$ cat src/rtl/ipd_multicanal.sv
// Multi-channel I-PD / PID controller. One signed multiplier is time-shared
// across the P, I and D products of every channel, in channel order.
module ipd_multicanal #(
   parameter int W    = 19,
   parameter int F    = 8,
   parameter int N_CH = 2
) (
   input  logic                clock,
   input  logic                reset,
   input  logic                enable,
   input  logic                modo,
   input  logic [W-1:0]        kp,
   input  logic [W-1:0]        ki,
   input  logic [W-1:0]        kd,
   input  logic [N_CH*W-1:0]   referencia,
   input  logic [N_CH*W-1:0]   y_k,
   output logic [N_CH*W-1:0]   salida_IPD,
   output logic [N_CH*W-1:0]   prop,
   output logic [N_CH*W-1:0]   integral,
   output logic [N_CH*W-1:0]   derivativa,
   output logic [N_CH-1:0]     sat_flag,
   output logic                ocupado,
   output logic                listo
);

   typedef enum logic [2:0] {IDLE, LOAD, MUL_P, MUL_I, MUL_D, SUMA} state_t;

   localparam int IW = (N_CH > 1) ? $clog2(N_CH) : 1;
   localparam logic [IW-1:0] LAST = IW'(N_CH - 1);
   localparam logic signed [2*W:0] MAXL = {{(W+2){1'b0}}, {(W-1){1'b1}}};
   localparam logic signed [2*W:0] MINL = {{(W+2){1'b1}}, {(W-1){1'b0}}};

   state_t                state_q;
   logic [IW-1:0]         idx_q;
   logic                  modo_q, ocupado_q, listo_q;
   logic signed [W-1:0]   kp_q, ki_q, kd_q;
   logic signed [W-1:0]   r_q [N_CH];
   logic signed [W-1:0]   y_q [N_CH];
   logic signed [W:0]     e_q;
   logic signed [W-1:0]   p_q, kie_q, d_q;
   logic signed [W-1:0]   iprev_q [N_CH];
   logic signed [W-1:0]   yprev_q [N_CH];
   logic signed [W:0]     eprev_q [N_CH];
   logic [N_CH-1:0]       first_q;
   logic signed [W-1:0]   u_q   [N_CH];
   logic signed [W-1:0]   pOut_q [N_CH];
   logic signed [W-1:0]   iOut_q [N_CH];
   logic signed [W-1:0]   dOut_q [N_CH];
   logic [N_CH-1:0]       sat_q;

   logic signed [W-1:0]   mulA;
   logic signed [W:0]     mulB;
   logic signed [2*W:0]   prod, prodSh;
   logic signed [W:0]     yExt, yPrevExt;
   logic signed [W+1:0]   eDiff;
   logic signed [W:0]     itmp;
   logic signed [W+2:0]   uSum;
   logic signed [2*W:0]   uWide, itmpWide;
   logic                  clipHi, clipLo, hold;
   logic [IW-1:0]         nextIdx;

   function automatic logic signed [W-1:0] satW(input logic signed [2*W:0] v);
      if (v > MAXL)
         satW = {1'b0, {(W-1){1'b1}}};
      else if (v < MINL)
         satW = {1'b1, {(W-1){1'b0}}};
      else
         satW = v[W-1:0];
   endfunction

   function automatic logic signed [W:0] errOf(input logic signed [W-1:0] r,
                                               input logic signed [W-1:0] y);
      errOf = {r[W-1], r} - {y[W-1], y};
   endfunction

   assign yExt     = {y_q[idx_q][W-1], y_q[idx_q]};
   assign yPrevExt = {yprev_q[idx_q][W-1], yprev_q[idx_q]};
   assign eDiff    = {e_q[W], e_q} - {eprev_q[idx_q][W], eprev_q[idx_q]};
   assign nextIdx  = idx_q + 1'b1;

   // Operands are sign-extended by hand so the unsigned product keeps the low 2W+1 bits exact.
   assign prod   = {{(W+1){mulA[W-1]}}, mulA} * {{W{mulB[W]}}, mulB};
   assign prodSh = prod >>> F;

   always_comb begin
      mulA = kp_q;
      mulB = '0;
      case (state_q)
         MUL_P: begin
            mulA = kp_q;
            mulB = modo_q ? e_q : -yExt;
         end
         MUL_I: begin
            mulA = ki_q;
            mulB = e_q;
         end
         MUL_D: begin
            mulA = kd_q;
            if (modo_q)
               mulB = (eDiff[W+1] != eDiff[W]) ? {eDiff[W+1], {W{~eDiff[W+1]}}} : eDiff[W:0];
            else
               mulB = yPrevExt - yExt;
         end
         default: ;
      endcase
   end

   // The clip test uses the unsaturated integral so windup is visible in u.
   assign itmp     = {iprev_q[idx_q][W-1], iprev_q[idx_q]} + {kie_q[W-1], kie_q};
   assign uSum     = {{2{itmp[W]}}, itmp} + {{3{p_q[W-1]}}, p_q} + {{3{d_q[W-1]}}, d_q};
   assign uWide    = {{(W-2){uSum[W+2]}}, uSum};
   assign itmpWide = {{W{itmp[W]}}, itmp};
   assign clipHi   = (uWide > MAXL);
   assign clipLo   = (uWide < MINL);
   assign hold     = (clipHi && !kie_q[W-1] && (kie_q != '0)) || (clipLo && kie_q[W-1]);

   always_ff @(posedge clock or negedge reset) begin
      if (!reset) begin
         state_q   <= IDLE;
         idx_q     <= '0;
         modo_q    <= 1'b0;
         ocupado_q <= 1'b0;
         listo_q   <= 1'b0;
         kp_q      <= '0;
         ki_q      <= '0;
         kd_q      <= '0;
         e_q       <= '0;
         p_q       <= '0;
         kie_q     <= '0;
         d_q       <= '0;
         first_q   <= '1;
         sat_q     <= '0;
         for (int c = 0; c < N_CH; c++) begin
            r_q[c]     <= '0;
            y_q[c]     <= '0;
            iprev_q[c] <= '0;
            yprev_q[c] <= '0;
            eprev_q[c] <= '0;
            u_q[c]     <= '0;
            pOut_q[c]  <= '0;
            iOut_q[c]  <= '0;
            dOut_q[c]  <= '0;
         end
      end else begin
         listo_q <= 1'b0;
         case (state_q)
            IDLE: begin
               if (enable) begin
                  for (int c = 0; c < N_CH; c++) begin
                     r_q[c] <= referencia[c*W +: W];
                     y_q[c] <= y_k[c*W +: W];
                  end
                  kp_q      <= kp;
                  ki_q      <= ki;
                  kd_q      <= kd;
                  modo_q    <= modo;
                  ocupado_q <= 1'b1;
                  state_q   <= LOAD;
               end
            end
            LOAD: begin
               idx_q   <= '0;
               e_q     <= errOf(r_q[0], y_q[0]);
               state_q <= MUL_P;
            end
            MUL_P: begin
               p_q     <= satW(prodSh);
               state_q <= MUL_I;
            end
            MUL_I: begin
               kie_q   <= satW(prodSh);
               state_q <= MUL_D;
            end
            MUL_D: begin
               d_q     <= first_q[idx_q] ? '0 : satW(prodSh);
               state_q <= SUMA;
            end
            SUMA: begin
               u_q[idx_q]     <= satW(uWide);
               sat_q[idx_q]   <= clipHi | clipLo;
               pOut_q[idx_q]  <= p_q;
               iOut_q[idx_q]  <= satW(itmpWide);
               dOut_q[idx_q]  <= d_q;
               yprev_q[idx_q] <= y_q[idx_q];
               eprev_q[idx_q] <= e_q;
               first_q[idx_q] <= 1'b0;
               if (!hold)
                  iprev_q[idx_q] <= satW(itmpWide);
               if (idx_q == LAST) begin
                  listo_q   <= 1'b1;
                  ocupado_q <= 1'b0;
                  state_q   <= IDLE;
               end else begin
                  idx_q   <= nextIdx;
                  e_q     <= errOf(r_q[nextIdx], y_q[nextIdx]);
                  state_q <= MUL_P;
               end
            end
            default: state_q <= IDLE;
         endcase
      end
   end

   for (genvar g = 0; g < N_CH; g++) begin : g_pack
      assign salida_IPD[g*W +: W] = u_q[g];
      assign prop[g*W +: W]       = pOut_q[g];
      assign integral[g*W +: W]   = iOut_q[g];
      assign derivativa[g*W +: W] = dOut_q[g];
      assign sat_flag[g]          = sat_q[g];
   end

   assign ocupado = ocupado_q;
   assign listo   = listo_q;

endmodule

$ cat config.mk
export PLATFORM = sky130hd
export DESIGN_NAME = ipd_multicanal
export DESIGN_NICKNAME = d
export VERILOG_FILES = /design/src/rtl/ipd_multicanal.sv
export SDC_FILE = /design/constraint.sdc
export NUM_CORES = 2
export LEC_CHECK = 0
export ABC_CLOCK_PERIOD_IN_PS = 17700
export CAP_MARGIN = 25
export CORE_UTILIZATION = 45
export DETAILED_ROUTE_END_ITERATION = 8
export DONT_BUFFER_PORTS = 1
export GPL_TIMING_DRIVEN = 0
export PLACE_DENSITY_LB_ADDON = 0.2
export SETUP_SLACK_MARGIN = 0.1
export SLEW_MARGIN = 20
export SYNTH_ARGS = -nofsm -noshare
export SYNTH_HDL_FRONTEND = slang
export SYNTH_SLANG_ARGS = --single-unit
$ cat constraint.sdc
create_clock -name clock -period 17.7 [get_ports clock]
set_input_delay 1.77 -clock clock [delete_from_list [all_inputs] [get_ports clock]]
set_output_delay 1.77 -clock clock [all_outputs]
set_load 0.01 [all_outputs]
### Word level (Yosys, flattened, before mapping)

Cells that the tools add are included.

| operators by class | value |
|---|---|
| add/subtract/negate cells | 9 |
| $mul | 1 |
| div/mod/pow operators | 0 |
| order comparisons | 11 |
| eq/ne operators | 9 |
| shifts and indexed selects | 0 |
| muxes and demuxes | 62 |
| bitwise logic cells | 7 |
| reductions and logical operators | 15 |

Operator list:

| operator | count |
|---|---|
| $mux W19 | 27 |
| $bwmux W38 | 6 |
| $mux W20 | 8 |
| $pmux W20 S3 | 1 |
| $sub A19 B19 Y20 | 3 |
| $bwmux W40 | 1 |
| $pmux W20 S2 | 1 |
| $mul A19 B20 Y39 | 1 |
| $pmux W19 S2 | 1 |
| $gt A31 B19 Y1 const B | 1 |
| $lt A31 B19 Y1 const B | 1 |
| $add A21 B19 Y22 | 1 |
| $gt A22 B19 Y1 const B | 1 |
| $lt A22 B19 Y1 const B | 1 |
| $add A20 B19 Y21 | 1 |
| $sub A20 B20 Y21 | 1 |
| $add A19 B19 Y20 | 1 |
| $demux W20 S1 | 1 |
| $gt A20 B19 Y1 const B | 1 |
| $lt A20 B19 Y1 const B | 1 |
| $neg A19 Y20 | 1 |
| $demux W19 S1 | 1 |
| $reduce_bool A19 Y1 | 1 |
| $pmux W3 S6 | 1 |
| other kinds (28) | 50 |

| storage, ports and cells | value |
|---|---|
| bits in registers | 489 |
| bits in latches | 0 |
| RAM bits | 0 |
| ROM bits | 0 |
| output and inout port bits | 156 |
| memories | 0 |

### Depth between registers and ports, before layout

| logic depth | value |
|---|---|
| word-level depth | 14 |
| mapped depth | 58 |

### Worst setup path after synthesis

Ideal clock, no wire load.

| timing path | value |
|---|---|
| path kind | reg-to-reg |
| start point | register idx_q |
| end point | register d_q[10] |
| data arrival time | 13.421 ns |
| slack | 4.153 ns |
| stages on the path, launching flop included | 57 |
| path buffers | 12 |
| clock period less this slack | 13.547 ns |
| cell sequence | dfrtp_1 -> buf_2 -> buf_1 -> buf_1 -> clkbuf_1 -> clkbuf_1 -> buf_1 -> mux2i_1 -> ha_1 -> nor2b_1 -> o21ai_0 -> a21oi_1 -> o21ai_0 -> a21boi_0 -> o21ai_0 -> a21oi_1 -> nor3_1 -> o31ai_1 -> [... 21 more ...] -> fa_1 -> inv_1 -> ha_1 -> clkbuf_1 -> a21o_1 -> a21o_1 -> a21oi_1 -> nand3_1 -> nor3_1 -> a31o_2 -> o311ai_4 -> a21oi_1 -> xor2_1 -> o41ai_2 -> and2_1 -> buf_6 -> buf_8 -> a221o_1 |

| between the ends | value |
|---|---|
| cells in the longest elaborated chain, start to end | 14 |
| elaborated cells on any way between the ends | 27 |
| those cells by class | add/sub: 3; mul: 1; order compare: 2; eq/ne: 1; mux: 18; bitwise: 2 |

RTL lines:

| what | RTL line | text |
|---|---|---|
| start, declared | 34 | `logic [IW-1:0] idx_q;` |
| start signal, assigned | 194 | `idx_q <= nextIdx;` |
| $not A1 Y2 (implied by the code) | 76, 77, 78 |  |
| $mux W20 (implied by the code) (3 in series) | 78 | `assign eDiff = {e_q[W], e_q} - {eprev_q[idx_q][W], eprev_q[idx_q]};` |
| $sub A20 B20 Y21 | 78 |  |
| $ne A1 B1 Y1 / $not A1 Y1 (equally long branches) | 100 | `mulB = (eDiff[W+1] != eDiff[W]) ? {eDiff[W+1], {W{~eDiff[W+1]}}} : eDiff[W:0];` |
| $mux W20 | 100 |  |
| $mux W20 | 99 | `if (modo_q)` |
| $pmux W20 S3 | 88 | `case (state_q)` |
| $mul A19 B20 Y39 | 82 | `assign prod = {{(W+1){mulA[W-1]}}, mulA} * {{W{mulB[W]}}, mulB};` |
| $lt A31 B19 Y1 | 65 | `else if (v < MINL)` |
| $mux W19 | 65 |  |
| $mux W19 | -- |  |
| $mux W19 * | 175 | `d_q <= first_q[idx_q] ? '0 : satW(prodSh);` |
| end signal, assigned | 175 |  |
| end, declared | 40 | `logic signed [W-1:0] p_q, kie_q, d_q;` |

Every way passes the cells marked *; elsewhere a longest branch is shown, timed or not. The select of a mux whose other input is x is not followed.
A chain may end at the register's enable or synchronous reset.

### Worst setup path after layout

| timing path | value |
|---|---|
| start point | register idx_q |
| end point | register d_q[15] |

Same word-level chain as after synthesis.

==> metrics <==
status finished, violations left; violated checks max-slew violations; Crit path largest cell delay approximately 0.6 ns; CP Class reg -> reg; Critical path origin idx_q; CTS Buf Count 53; DIE AREA 93700 um^2; sequential area share after synthesis 0.294; met2 Resource Use GR 0.472; Worst Skew a little over 0.05 ns; data arrival time of the worst path approximately 17 ns; DIE WIDTH between 300 and 400 um; Core ar. just over 90000 um^2; R2R Path Start idx_q; Mapped Nets 5272; vias in the first global route between 30000 and 40000; Port-buffer cells 0; reg2reg setup slack between 1 and 1.5 ns; Netlist Area Pre-Place about 42000 um^2; post-placement cell count about 5700; DP Worst Slack 0.180 ns; Slew Viols, Final 177; yosys warns 0; worst skew pair latency between 0.6 and 0.7 ns; RSZ-0062 raised after global routing false; Tmin final around 17 ns; met1 Usage GRT 0.390; post-synthesis instance total around 4500; num rows ~110; worst path required time approximately 18 ns; crit path to d_q[15]; GRT busiest layer met2; CTS clk-pin slew, worst paths roughly 0.06 ns; CP max stage cell nor3_1; worst min-delay path class reg -> reg; hold depth 2; post-route clock period utilization 0.942; antenna-violating nets left 0; post-synthesis area per instance roughly 9 um^2; Hold WS approximately 0.47 ns; Post-synth EDFFs 0; RD Place Congestion approximately 0.95; Critical Path Sink Type register; layout cells sized above 1 0.0769; DR vias ~33000; Setup Buffers After CTS 0; post-synth cell types 99; Worst setup SP type register; # DRC 0; Synth Register Bits just under 500; Root Driver clkbuf_16; GRT overflow 0; met3 global-route usage 0.0579; final net count between 5000 and 6000; H-tree levels 2; setup ws final about 1.0 ns; async set-reset flop share out of synthesis 1.00; clk sink count 489; Area growth, synth to finish 8.56%; max-cap violations 0; ys flop type dfrtp_1; Least-Margin Pin Slew slightly below 2 ns; io pins just under 300; worst-path maximum fanout 17; DR iter-0 viols 2591; hpwl dp approximately 110000 um; CTS tree yes; TritonRoute pass-1 iters 7; Post-Layout Cell Count ~5800; WL/cell about 23 um; Most Frequent Cell on Critical Path fa_1; Final setup viols 0; CTS max path bufs 3; Crit Reg-Reg Endpoint d_q[15]; Register-to-Register Path Depth between 50 and 60; gr usage total 0.290; Final Hold Fails 0; Initial Util 0.454; post-layout util 0.493; Max Freq 60.0 MHz; initial antenna violation count 3; Slew headroom -0.281; DIE HEIGHT 306 um; largest net degree at the start of global routing 490; Routed WL ~130000 um; most frequent cells in the layout 723 x nand2_1, 592 x inv_1, 487 x dfrtp_1; commonest non-fill, non-tap cell in the layout nand2_1; Via density between 5 and 6; first-pass GRT wire length 207000 um
[stage by stage]
step           cell area, um^2  TNS (ns)
5_1_grt                  45200         0
3_3_place_gp             43100    -19.66
3_5_place_dp             43200         0
6_report                 45200         0
4_1_cts                  45100         0
2_1_floorplan            41600         0
[final cells by class]
class	count	area (um^2)
clock inverter	17	270
antenna	3	7.51
timing repair buffer	14	111
fill	8803	46500
clock buffer	79	1600
inverter	592	2220
multi-input combinational	3202	26400
buffer	211	846
sequential	489	12200
tap	1186	1480
[routing by layer]
metal,routed length (um),up-vias,part of all wire
met5,23,-,0.00017
met4,4210,4,0.031
met3,10400,220,0.077
met2,62400,1186,0.46
met1,57700,16519,0.43
li1,-,15005,-
[synth_stat cells, types with 7 or more instances]
master    count  area [um^2]
a211o_1       7         61.3
a211oi_1     16          120
a21boi_0     14          105
a21o_1       57          428
a21oi_1     169          846
a221o_1      34          340
a221oi_1     14          123
a22oi_1      16          120
a311oi_1     30          263
a31o_2        7         61.3
a31oi_1      21          131
and2_1       74          463
and3_1       44          275
buf_1        21         78.8
buf_2         7         35.0
clkbuf_1    179          672
dfrtp_1     487        12200
fa_1        412         8250
ha_1        228         2850
inv_1       592         2220
mux2_2      173         1950
mux2i_1      60          601
nand2_1     723         2710
nand2b_1     25          156
nand3_1      59          295
nand3b_1      7         52.6
nand4_1      16          100
nor2_1      223          837
nor2b_1      21          131
nor3_1       50          250
nor4_1        9         56.3
o211ai_1     12         90.1
o21a_1       12         90.1
o21ai_0     361         1810
o21bai_1     14          105
o31a_1        7         61.3
or2_2        13         81.3
or3_1        20          125
or4_1         7         52.6
xnor2_1      82          718
xor2_1       47          412
[cell families (layout without fill, tap and decap cells)]
family	after synthesis	count (layout)	share of synthesized area
simple gates	1321	1321	0.141
compound gates	876	876	0.135
buf+inv	804	913	0.0737
fa+ha+maj	640	640	0.267
flops	489	489	0.294
mux	234	234	0.0616
xor+xnor	131	131	0.0279
other cells	0	3	0
[registers in the layout, summed over array words and instances (netlist names), 20 cells and up]
| name | count |
|---|---|
| r_q | 38 |
| y_q | 38 |
| iprev_q | 38 |
| prop | 38 |
| salida_IPD | 38 |
| eprev_q | 40 |
| derivativa | 38 |
| e_q | 20 |
| yprev_q | 38 |
| integral | 38 |
[worst max-delay path: cells and delay by family (launching register included)]
kind / cells / cell delay, ns
flip-flops: 1 / 0.32
buffers and inverters: 16 / 4.62
AO/OA/AOI/OAI: 19 / 4.39
multiplexers: 1 / 0.35
adder cells (fa/ha/maj): 10 / 4.05
AND/OR/NAND/NOR: 8 / 2.25
XOR/XNOR: 2 / 0.44
[how the worst min path moves through the flow]
stage / startpoint / end / slack, ns
finish: yprev_q[12] / yprev_q[12] / 0.47
global route: eprev_q[14] / eprev_q[14] / 0.49
CTS: yprev_q[12] / yprev_q[12] / 0.47
detailed placement: yprev_q[12] / yprev_q[12] / 0.46
global placement: yprev_q[4] / yprev_q[4] / 0.45
floorplan: yprev_q[10] / yprev_q[10] / 0.44
[repair_timing]
| action | 4_1_cts | 5_1_grt |
|---|---|---|
| endpoints found under the setup margin | 2 | 57 |
| hold buffers | 0 | 0 |
| resized for setup | 1 | 7 |
Power is left out: the tool's default activity adds up to more than one toggle a clock period on the data nets, which glitch-free logic cannot reach.
